<file path="src/rtl/mac_dot_seq.sv">
`timescale 1ns/1ps
// Operand sequencer and result collector for the 4-bit MAC accumulator stage.
// Frames each vector: clear, feed pairs, drain, capture sum, present result.
module mac_dot_seq #(
    parameter int unsigned MAX_LEN = 16,
    parameter int unsigned CNT_W   = 5
) (
    input  logic             clk,
    input  logic             rst,
    input  logic             in_valid,
    output logic             in_ready,
    input  logic [3:0]       in_a,
    input  logic [3:0]       in_b,
    input  logic             in_last,
    output logic [3:0]       mac_i,
    output logic [3:0]       mac_j,
    output logic             mac_clr_n,
    input  logic [8:0]       mac_f,
    output logic             res_valid,
    input  logic             res_ready,
    output logic [8:0]       res_data,
    output logic [CNT_W-1:0] res_len,
    output logic             res_ovf
);

    localparam int unsigned OP_W  = 4;
    localparam int unsigned SUM_W = 9;

    typedef enum logic [2:0] {
        S_IDLE  = 3'd0,
        S_RUN   = 3'd1,
        S_DRAIN = 3'd2,
        S_CAPT  = 3'd3,
        S_OUT   = 3'd4
    } state_t;

    state_t             state_q;
    logic [OP_W-1:0]    mac_i_q;
    logic [OP_W-1:0]    mac_j_q;
    logic               clr_n_q;
    logic               res_valid_q;
    logic [SUM_W-1:0]   res_data_q;
    logic [CNT_W-1:0]   res_len_q;
    logic               res_ovf_q;
    logic [CNT_W-1:0]   count_q;
    logic [SUM_W-1:0]   acc_prev_q;
    logic               ovf_q;

    logic               accept;
    logic               wrap;
    logic [CNT_W-1:0]   cnt_inc;
    logic               last_hit;

    // Ready is forced low while reset is held so nothing is accepted mid-reset.
    assign in_ready = !rst && ((state_q == S_IDLE) || (state_q == S_RUN));
    assign accept   = in_valid && in_ready;
    // A product never exceeds 225, so a smaller sum than last cycle means a wrap.
    assign wrap     = (mac_f < acc_prev_q);
    assign cnt_inc  = count_q + CNT_W'(1);
    assign last_hit = in_last || (cnt_inc == CNT_W'(MAX_LEN));

    always_ff @(posedge clk or posedge rst) begin
        if (rst) begin
            state_q     <= S_IDLE;
            mac_i_q     <= '0;
            mac_j_q     <= '0;
            clr_n_q     <= 1'b0;
            res_valid_q <= 1'b0;
            res_data_q  <= '0;
            res_len_q   <= '0;
            res_ovf_q   <= 1'b0;
            count_q     <= '0;
            acc_prev_q  <= '0;
            ovf_q       <= 1'b0;
        end else begin
            // MAC accumulates every edge; idle edges feed a zero product.
            mac_i_q <= '0;
            mac_j_q <= '0;
            case (state_q)
                S_IDLE: begin
                    clr_n_q    <= 1'b0;
                    acc_prev_q <= '0;
                    ovf_q      <= 1'b0;
                    count_q    <= '0;
                    if (accept) begin
                        mac_i_q <= in_a;
                        mac_j_q <= in_b;
                        clr_n_q <= 1'b1;
                        count_q <= CNT_W'(1);
                        state_q <= (in_last || (MAX_LEN == 1)) ? S_DRAIN : S_RUN;
                    end
                end
                S_RUN: begin
                    acc_prev_q <= mac_f;
                    ovf_q      <= ovf_q | wrap;
                    if (accept) begin
                        mac_i_q <= in_a;
                        mac_j_q <= in_b;
                        count_q <= cnt_inc;
                        if (last_hit) begin
                            state_q <= S_DRAIN;
                        end
                    end
                end
                S_DRAIN: begin
                    acc_prev_q <= mac_f;
                    ovf_q      <= ovf_q | wrap;
                    state_q    <= S_CAPT;
                end
                S_CAPT: begin
                    acc_prev_q  <= mac_f;
                    ovf_q       <= ovf_q | wrap;
                    res_data_q  <= mac_f;
                    res_len_q   <= count_q;
                    res_ovf_q   <= ovf_q | wrap;
                    res_valid_q <= 1'b1;
                    state_q     <= S_OUT;
                end
                S_OUT: begin
                    if (res_valid_q && res_ready) begin
                        res_valid_q <= 1'b0;
                        clr_n_q     <= 1'b0;
                        state_q     <= S_IDLE;
                    end
                end
                default: begin
                    state_q <= S_IDLE;
                end
            endcase
        end
    end

    assign mac_i     = mac_i_q;
    assign mac_j     = mac_j_q;
    assign mac_clr_n = clr_n_q;
    assign res_valid = res_valid_q;
    assign res_data  = res_data_q;
    assign res_len   = res_len_q;
    assign res_ovf   = res_ovf_q;

endmodule
</file>
<file path="config.mk">
export PLATFORM = sky130hd
export DESIGN_NAME = mac_dot_seq
export DESIGN_NICKNAME = d
export VERILOG_FILES = /design/src/rtl/mac_dot_seq.sv
export SDC_FILE = /design/constraint.sdc
export NUM_CORES = 1
export LEC_CHECK = 0
export CORE_MARGIN = 1
export CORE_UTILIZATION = 30
export DETAILED_ROUTE_END_ITERATION = 7
export PLACE_DENSITY = 0.54
export SLEW_MARGIN = 5
export SYNTH_ARGS = -nofsm -noshare
export SYNTH_HDL_FRONTEND = slang
export SYNTH_SLANG_ARGS = --single-unit
export TNS_END_PERCENT = 100
</file>
<file path="constraint.sdc">
create_clock -name clk -period 2.18 [get_ports clk]
set_input_delay 0.545 -clock clk [delete_from_list [all_inputs] [get_ports clk]]
set_output_delay 0.545 -clock clk [all_outputs]
set_load 0.005 [all_outputs]
</file>
; Word-level counts from Yosys, hierarchy flattened
; Index checks and enable logic that the tools add are counted.
[op_classes]
order_cmp = 1
reduce_logical = 17
addsub = 1
mul = 0
mux = 19
bitwise_logic = 1
shifts = 0
n_div = 0
n_eq_ne = 9
[op_table]
columns = cell, n
row1 = one-hot mux 9 bit (2 select lines), 1
row2 = two-way mux 4 bit, 4
row3 = one-hot mux 3 bit (5 select lines), 1
row4 = two-way mux 3 bit, 4
row5 = one-hot mux 5 bit (2 select lines), 1
row6 = < comparator 9 bit, 1
row7 = inequality test 2 bit (second input constant), 4
row8 = nonzero test 2 bit, 4
row9 = == test 3 x 2 -> 1 bit (second input constant), 2
row10 = one-hot mux 1 bit (2 select lines), 3
row11 = AND reduction 2 bit, 3
row12 = adder 5 x 1 -> 5 bit (second input constant), 1
row13 = == test 5 bit (second input constant), 1
row14 = two-way mux 5 bit, 1
row15 = AND reduction 4 bit, 1
row16 = == test 3 x 1 -> 1 bit (second input constant), 1
row17 = == test 3 bit (second input constant), 1
row18 = logical AND 1 bit, 3
row19 = logical NOT 3 bit, 1
row20 = two-way mux 1 bit, 3
row21 = OR reduction 3 bit, 1
row22 = logical OR 1 bit, 2
row23 = two-way mux 2 bit, 1
row24 = OR reduction 2 bit, 1
row25 = 2 further kinds, 2
[word_totals]
regBits = 43
latch_bits = 0
output_inout_bits = 26
n_memories = 0
ramBits = 0
inputBits = 22
rom_bits = 0
wordCells = 59

; Logic depth before layout (Yosys ltp)
; Gate-level depths: netlist of the first run.
[logic_depth]
depth_word = 6
ltp_mapped = 6
mapped_depth_nobuf = 6

; Worst setup path before layout of the first run
; No wires, ideal clock.
[synth_path]
path_type = input port to flip-flop
start = in rst
end = reg state_q[1]
t_required_ns = 2.102
arrival_ns = 1.686
setup_time_ns = 0.078
path_buffers = 1
slack_ns = 0.416
cell_stages = 5
path_cell_list = nor4b_4 -> and2_1 -> buf_4 -> or3b_1 -> a21oi_1
[synth_between]
elab_chain_len = 5
elab_cells_between_ends = 6
cone_classes = eq/ne: 2 / reduce/logical: 4
[synth_rtl]
columns = item, line
row1 = from (decl), 9  ; input logic rst,
row2 = logical NOT 1 bit (no source line) (*), -
row3 = logical AND 1 bit (*), 55  ; assign in_ready = !rst && ((state_q == S_IDLE) || (state_q == S_RUN));
row4 = logical AND 1 bit (*), 56  ; assign accept = in_valid && in_ready;
row5 = inequality test 2 bit (no source line), -
row6 = AND reduction 4 bit (no source line) (*), -
row7 = to (signal assigned), 90  ; state_q <= (in_last || (MAX_LEN == 1)) ? S_DRAIN : S_RUN;
row8 = to (decl), 37  ; state_t state_q;
; Mark *: on every way between the ends. The rest lies on a longest branch, timed or not.
; A chain may end at the register's enable or synchronous reset.

; Final worst setup path of the first run
[layout_path]
start = in rst
end = out in_ready
[layout_between]
elab_chain_len = 2
[layout_rtl]
columns = item, line
row1 = logical NOT 1 bit (no source line), -
row2 = logical AND 1 bit, 55
row3 = to (decl), 11  ; output logic in_ready,
; No other way between the ends.

==> impl_metrics.csv, run 1 <==
group,metric,value,unit
timing,timing.hold.ws,482,ps
logic_synthesis,synth_common_cells,"nand2_1 (52), dfrtp_1 (43), a21oi_1 (11), a22o_1 (11), inv_1 (11)",
logic_synthesis,synthArstFlopShare,1.00,
clock_tree,clk_latency,290,ps
clock_tree,cts_tree,"yes",
logic_synthesis,synth_top_cell_area_share,0.546,
die,core_area,6350,um^2
logic_synthesis,netlist_area,1970,um^2
pwr,p_leak,1.31,nW
logic_synthesis,yosysWarnings,0,
logic_synthesis,yosysMostFrequentCell,"nand2_1",
global_routing,grt_usage,0.131,
drt,num_vias,1583,
placement,gp_congestion,0.675,
clock_tree,cts_sinks,43,
critical_path,crit_start,"rst",
timing,rsz0062_at_grt,"false",
timing,period_minus_slack,1950,ps
timing,maxSlewHeadroom,0.734,
logic_synthesis,synth_compound_area_frac,0.126,
critical_path,cp-start-kind,"input pin",
worst_hold_path,hp-start,"res_data[3]",
logic_synthesis,yosys.area.top_type,"dfrtp_1",
die,io-pin-count,48,
run,drv_cap,0,
die,die_area,6890,um^2
timing,finClkSkew,10.4,ps
timing,fin_crit_sh,0.895,
run_status,outcome,"complete, no violations",
timing,tightest_slew,399,ps
placement,port_buffers,47,
drt,wl_per_cell,12.3,um
worst_hold_path,hp-class,"reg2reg",
logic_synthesis,synth_area_leaders,"dfrtp_1 (55%), nand2_1 (9.9%), ha_1 (5.7%)",
critical_path,crit_slowest_cell,"clkdlybuf4s50_1",
critical_path,path_cells,"clkdlybuf4s50_1 -> nor3_2 -> dlygate4sd2_1",
die,initial_core_util,0.310,
pwr,irDropWorstVdd,0.000394,V
clock_tree,clkSlewWorstSetupHoldPaths,90,ps
drt,ant_nets,0,
finish,area_growth,38.2,%
global_routing,grt_pass1_vias,1562,
drt,drt_iter0_drc,95,
timing,finalSetupTns,0,ps
critical_path,cp-end-kind,"primary output",
logic_synthesis,synth-edff-count,0,
die,die_y,83.0,um
logic_synthesis,syn-num-nets,231,
critical_path,required,1630,ps
finish,layout.nets,288,
logic_synthesis,synth_xor_area_frac,0.00445,
logic_synthesis,synth_adder_area_share,0.0572,
clock_tree,cts_made_buffers,5,
critical_path,cp_max_fo,2,
pwr,power,3.25,mW
finish,stdcell_count,335,
logic_synthesis,syn_inst,200,
drt,drc,0,
logic_synthesis,synth_top_family_by_area,"simple AND/OR/NAND/NOR gates",
global_routing,grt_pass1_wl,7300,um
logic_synthesis,avgSynthCellArea,9.85,um^2
finish,final_util,0.429,
clock_tree,htree_levels,2,
critical_path,crit-reg2reg-launch,"state_q[2]",
timing,setup_viol,0,
clock_tree,clock_path_buffers,2,
pwr,power.density,1190,nW/um^2
global_routing,grt_max_degree,36,
die,core.rowCount,29,
timing,hold_viol_final,0,
critical_path,max_stage_delay,430,ps
logic_synthesis,synth-simple-area-share,0.219,
critical_path,worstSetupPathType,"in2out",
logic_synthesis,ys_ff_latch,43,
logic_synthesis,synthMuxAreaShare,0.00572,
placement,hpwl,2960,um
die,die_x,83.0,um
placement,place_inst,327,
timing,drv_slew,0,
logic_synthesis,seq_area_frac_synth,0.546,
finish,n_antenna_cell,0,
drt,vias_per_cell,4.73,
timing,fmax,513,MHz
critical_path,critical_path_arrival,1410,ps
global_routing,grt-ovfl-total,0,
drt,drt_first_pass_iters,4,
finish,final_layout_size_suffix_gt1_frac,0.0853,
global_routing,antenna_found_initial,0,
logic_synthesis,synth.distinct_cells,34,
drt,wl,4130,um
clock_tree,cts-root-buf,"clkbuf_8",
logic_synthesis,ys.flop_type,"dfrtp_1",
## placed cells by master, fill, tap and decap left out, types with 2 or more instances in the layout
master / n
a21oi_1: 11
nor2b_1: 2
inv_1: 10
nand2_1: 52
nand2b_1: 3
clkbuf_8: 6
o21ai_0: 3
a31oi_1: 3
and2_1: 9
dfrtp_1: 43
a21o_1: 2
clkdlybuf4s50_1: 46
nand3_1: 4
ha_1: 9
nor2_1: 8
nor3_1: 3
a22o_1: 11
buf_4: 11
## metal layers
metal  global-route usage  routed length [um]
met5                    0                   0
met3               0.0427                 196
met4               0.0470                  64
met2                0.212                1950
met1                0.164                1920
## worst max-delay path, delay by kind of cell
kind                   cells  cell delay (ps)
and+or+nand+nor            1              180
buffers and inverters      2              680
## kinds of logic after synthesis
logic type | after synthesis
buffers and inverters | 20
AO/OA/AOI/OAI | 36
multiplexers | 1
AND/OR/NAND/NOR | 90
adder cells (fa/ha/maj) | 9
XOR/XNOR | 1
flip-flops | 43
## layout make-up
class,instances,area [um^2]
Inverter,11,41.3
Fill cell,634,3630
Sequential cell,43,1080
Timing Repair Buffer,59,572
Tap cell,77,96.3
Clock buffer,6,82.6
Multi-Input combinational cell,137,818
Clock inverter,2,35.0
## path summary, 6_finish.rpt
check	to	slack, ps	depth (start not counted)
max reg2reg	count_q[3]	500	5
min in group asynchronous	mac_i[3]	650	3
min reg2reg	res_data[3]	480	2
min	res_data[3]	480	2
max in group asynchronous	res_len[0]	1060	4
max	in_ready	230	3
## registers in the layout, indices dropped and copies added, names as in the netlist
register    count
acc_prev_q      9
res_data        9
count_q         5
res_len         5
mac_i           4
mac_j           4
state_q         3
mac_clr_n       1
ovf_q           1
res_ovf         1
res_valid       1
## where the power goes
group	internal [mW]	leakage (nW)	switching, mW
registers	1.08	0.555	0.203
logic	0.721	0.691	0.598
clock network	0.371	0.0612	0.271
## through the flow
step,instance area (um^2),worst slack [ps]
after global placement,2600,-38.9
after global routing,2720,189
final,2720,230
after detailed placement,2600,-63.5
after floorplan,1970,416
after CTS,2720,219
## repair_timing
item                                    in CTS  in global routing
resized for setup                            2                  0
setup buffers                                0                  0
hold buffers                                 0                  0
endpoints found under the setup margin       1                  0
(Power assumes the default switching activity.)
==> inputs of run 2 (changes only) <==
--- a/config.mk
+++ b/config.mk
@@ -8,8 +8,8 @@
 export CORE_MARGIN = 1
 export CORE_UTILIZATION = 30
 export DETAILED_ROUTE_END_ITERATION = 7
+export GPL_ROUTABILITY_DRIVEN = 0
 export PLACE_DENSITY = 0.54
-export SLEW_MARGIN = 5
 export SYNTH_ARGS = -nofsm -noshare
 export SYNTH_HDL_FRONTEND = slang
 export SYNTH_SLANG_ARGS = --single-unit
==> results of run 2 <==
Same layout as run 1: the final DEF is identical, and so are final timing and power.
==> inputs of run 3 (changes only) <==
--- a/config.mk
+++ b/config.mk
@@ -9,7 +9,7 @@
 export CORE_UTILIZATION = 30
 export DETAILED_ROUTE_END_ITERATION = 7
 export GPL_ROUTABILITY_DRIVEN = 0
-export PLACE_DENSITY = 0.54
+export PLACE_DENSITY = 0.6
 export SYNTH_ARGS = -nofsm -noshare
 export SYNTH_HDL_FRONTEND = slang
 export SYNTH_SLANG_ARGS = --single-unit
==> impl_metrics.csv, run 3 (synthesis results as in run 1) <==
group,metric,value,unit
worst_hold_path,whs_path_depth,2,
timing,worst_slack,193,ps
clock_tree,clk_latency,280,ps
run,drv_cap,0,
clock_tree,cts-root-buf,"clkbuf_8",
finish,finalInstanceArea,2660,um^2
critical_path,cp-end-kind,"primary output",
drt,ant_nets,0,
critical_path,cp_max_fo,2,
global_routing,grt-ovfl-total,0,
die,core.rowCount,29,
timing,hold_viol_final,0,
clock_tree,cts_made_buffers,5,
timing,rsz0062_at_grt,"false",
timing,period_minus_slack,1990,ps
drt,wl_per_cell,11.9,um
critical_path,worstSetupPathType,"in2out",
critical_path,critical_path_arrival,1440,ps
drt,num_vias,1542,
finish,fill_cells,614,
pwr,irDropWorstVdd,0.000383,V
global_routing,antenna_found_initial,0,
finish,n_antenna_cell,0,
global_routing,grt_max_degree,34,
timing,maxSlewHeadroom,0.563,
timing,finClkSkew,3.55,ps
die,initial_core_util,0.310,
die,die_y,83.0,um
timing,timing.hold.ws,475,ps
critical_path,required,1630,ps
drt,drc,0,
placement,place_inst,325,
pwr,p_leak,1.27,nW
worst_hold_path,holdPathEnd,"res_data[1]",
finish,final_cell_mix,"nand2_1 (52), clkdlybuf4s50_1 (46), dfrtp_1 (43), a22o_1 (11), a21oi_1 (11)",
global_routing,grt_pass1_wl,6940,um
critical_path,crit_slowest_cell,"clkdlybuf4s50_1",
critical_path,worst_r2r_endpoint,"state_q[1]",
drt,vias_per_cell,4.66,
timing,drv_slew,0,
clock_tree,cts_tree,"yes",
die,core_area,6350,um^2
critical_path,path_cells,"clkdlybuf4s50_1 -> nor3_1 -> dlygate4sd2_1",
critical_path,reg2regPathDepth,5,
critical_path,crit-reg2reg-launch,"state_q[2]",
critical_path,max_stage_delay,420,ps
die,die_x,83.0,um
die,die_area,6890,um^2
finish,layout_commonest_cell,"nand2_1",
placement,dpl_cell_area,2580,um^2
placement,port_buffers,47,
run_status,outcome,"complete, no violations",
critical_path,reg2reg_slack,540,ps
finish,area_growth,34.9,%
clock_tree,clkSlewWorstSetupHoldPaths,70,ps
finish,layout.nets,286,
drt,drt_iter0_drc,80,
worst_hold_path,hp-class,"reg2reg",
critical_path,cp-start-kind,"input pin",
clock_tree,hold_buffers,0,
timing,fin_crit_sh,0.911,
timing,fmax,503,MHz
timing,setup_viol,0,
pwr,power.density,1140,nW/um^2
worst_hold_path,hp-start,"res_data[1]",
timing,tightest_slew,653,ps
clock_tree,clock_path_buffers,2,
finish,final_layout_size_suffix_gt1_frac,0.0630,
finish,stdcell_count,331,
drt,drt_first_pass_iters,4,
global_routing,grt_usage,0.126,
clock_tree,postCtsSetupRepairBufs,0,
placement,hpwl,2820,um
clock_tree,htree_levels,2,
global_routing,grt_pass1_vias,1479,
clock_tree,cts_sinks,43,
drt,wl,3960,um
die,io-pin-count,48,
placement,post-place-ws,-81.6,ps
[run 3: metal layers]
metal / vias to the layer above / track usage / part of all wire
li1: 780 / - / -
met1: 722 / 0.153 / 0.46
met2: 33 / 0.206 / 0.46
met3: 7 / 0.0467 / 0.059
met4: 0 / 0.0423 / 0.012
met5: - / 0 / 0
[run 3: critical path: cells and delay by family]
family | cells | cell delay [ps]
buffers and inverters | 2 | 690
and+or+nand+nor | 1 | 210
[run 3: cell type report]
cell class,instances,area [um^2],area share
sequential,43,1080,0.405
tap,77,96.3,0.0363
clock buffer,6,72.6,0.0273
inverter,11,41.3,0.0155
multi-input combinational,137,813,0.306
timing repair buffer,57,557,0.210
[run 3: where the power goes]
group	total, mW	switching, mW	internal, mW	leakage (nW)
combinational	1.29	0.599	0.691	0.680
clock	0.458	0.244	0.214	0.0371
sequential	1.27	0.191	1.08	0.555
total	3.02	1.03	1.99	1.27
[run 3: through the flow]
step,TNS [ps],total power [mW],util
2_1_floorplan,0,2.01,-
3_3_place_gp,-34.1,2.58,0.407
3_5_place_dp,-81.6,2.61,0.407
4_1_cts,0,3.08,0.418
5_1_grt,0,3.30,0.418
6_report,0,3.02,0.418
[run 3: timing repair]
action	in CTS	in global routing
hold endpoints to repair	0	0
endpoints found under the setup margin	1	0
gates resized for setup	1	0
[run 3: worst max path at each step]
stage,startpoint,end,slack (ps),depth (start not counted)
CTS,rst,in_ready,190,3
finish,rst,in_ready,190,3
floorplan,rst,state_q[1],420,5
global placement,rst,in_ready,-30,3
global route,rst,in_ready,110,3
detailed placement,rst,in_ready,-80,3
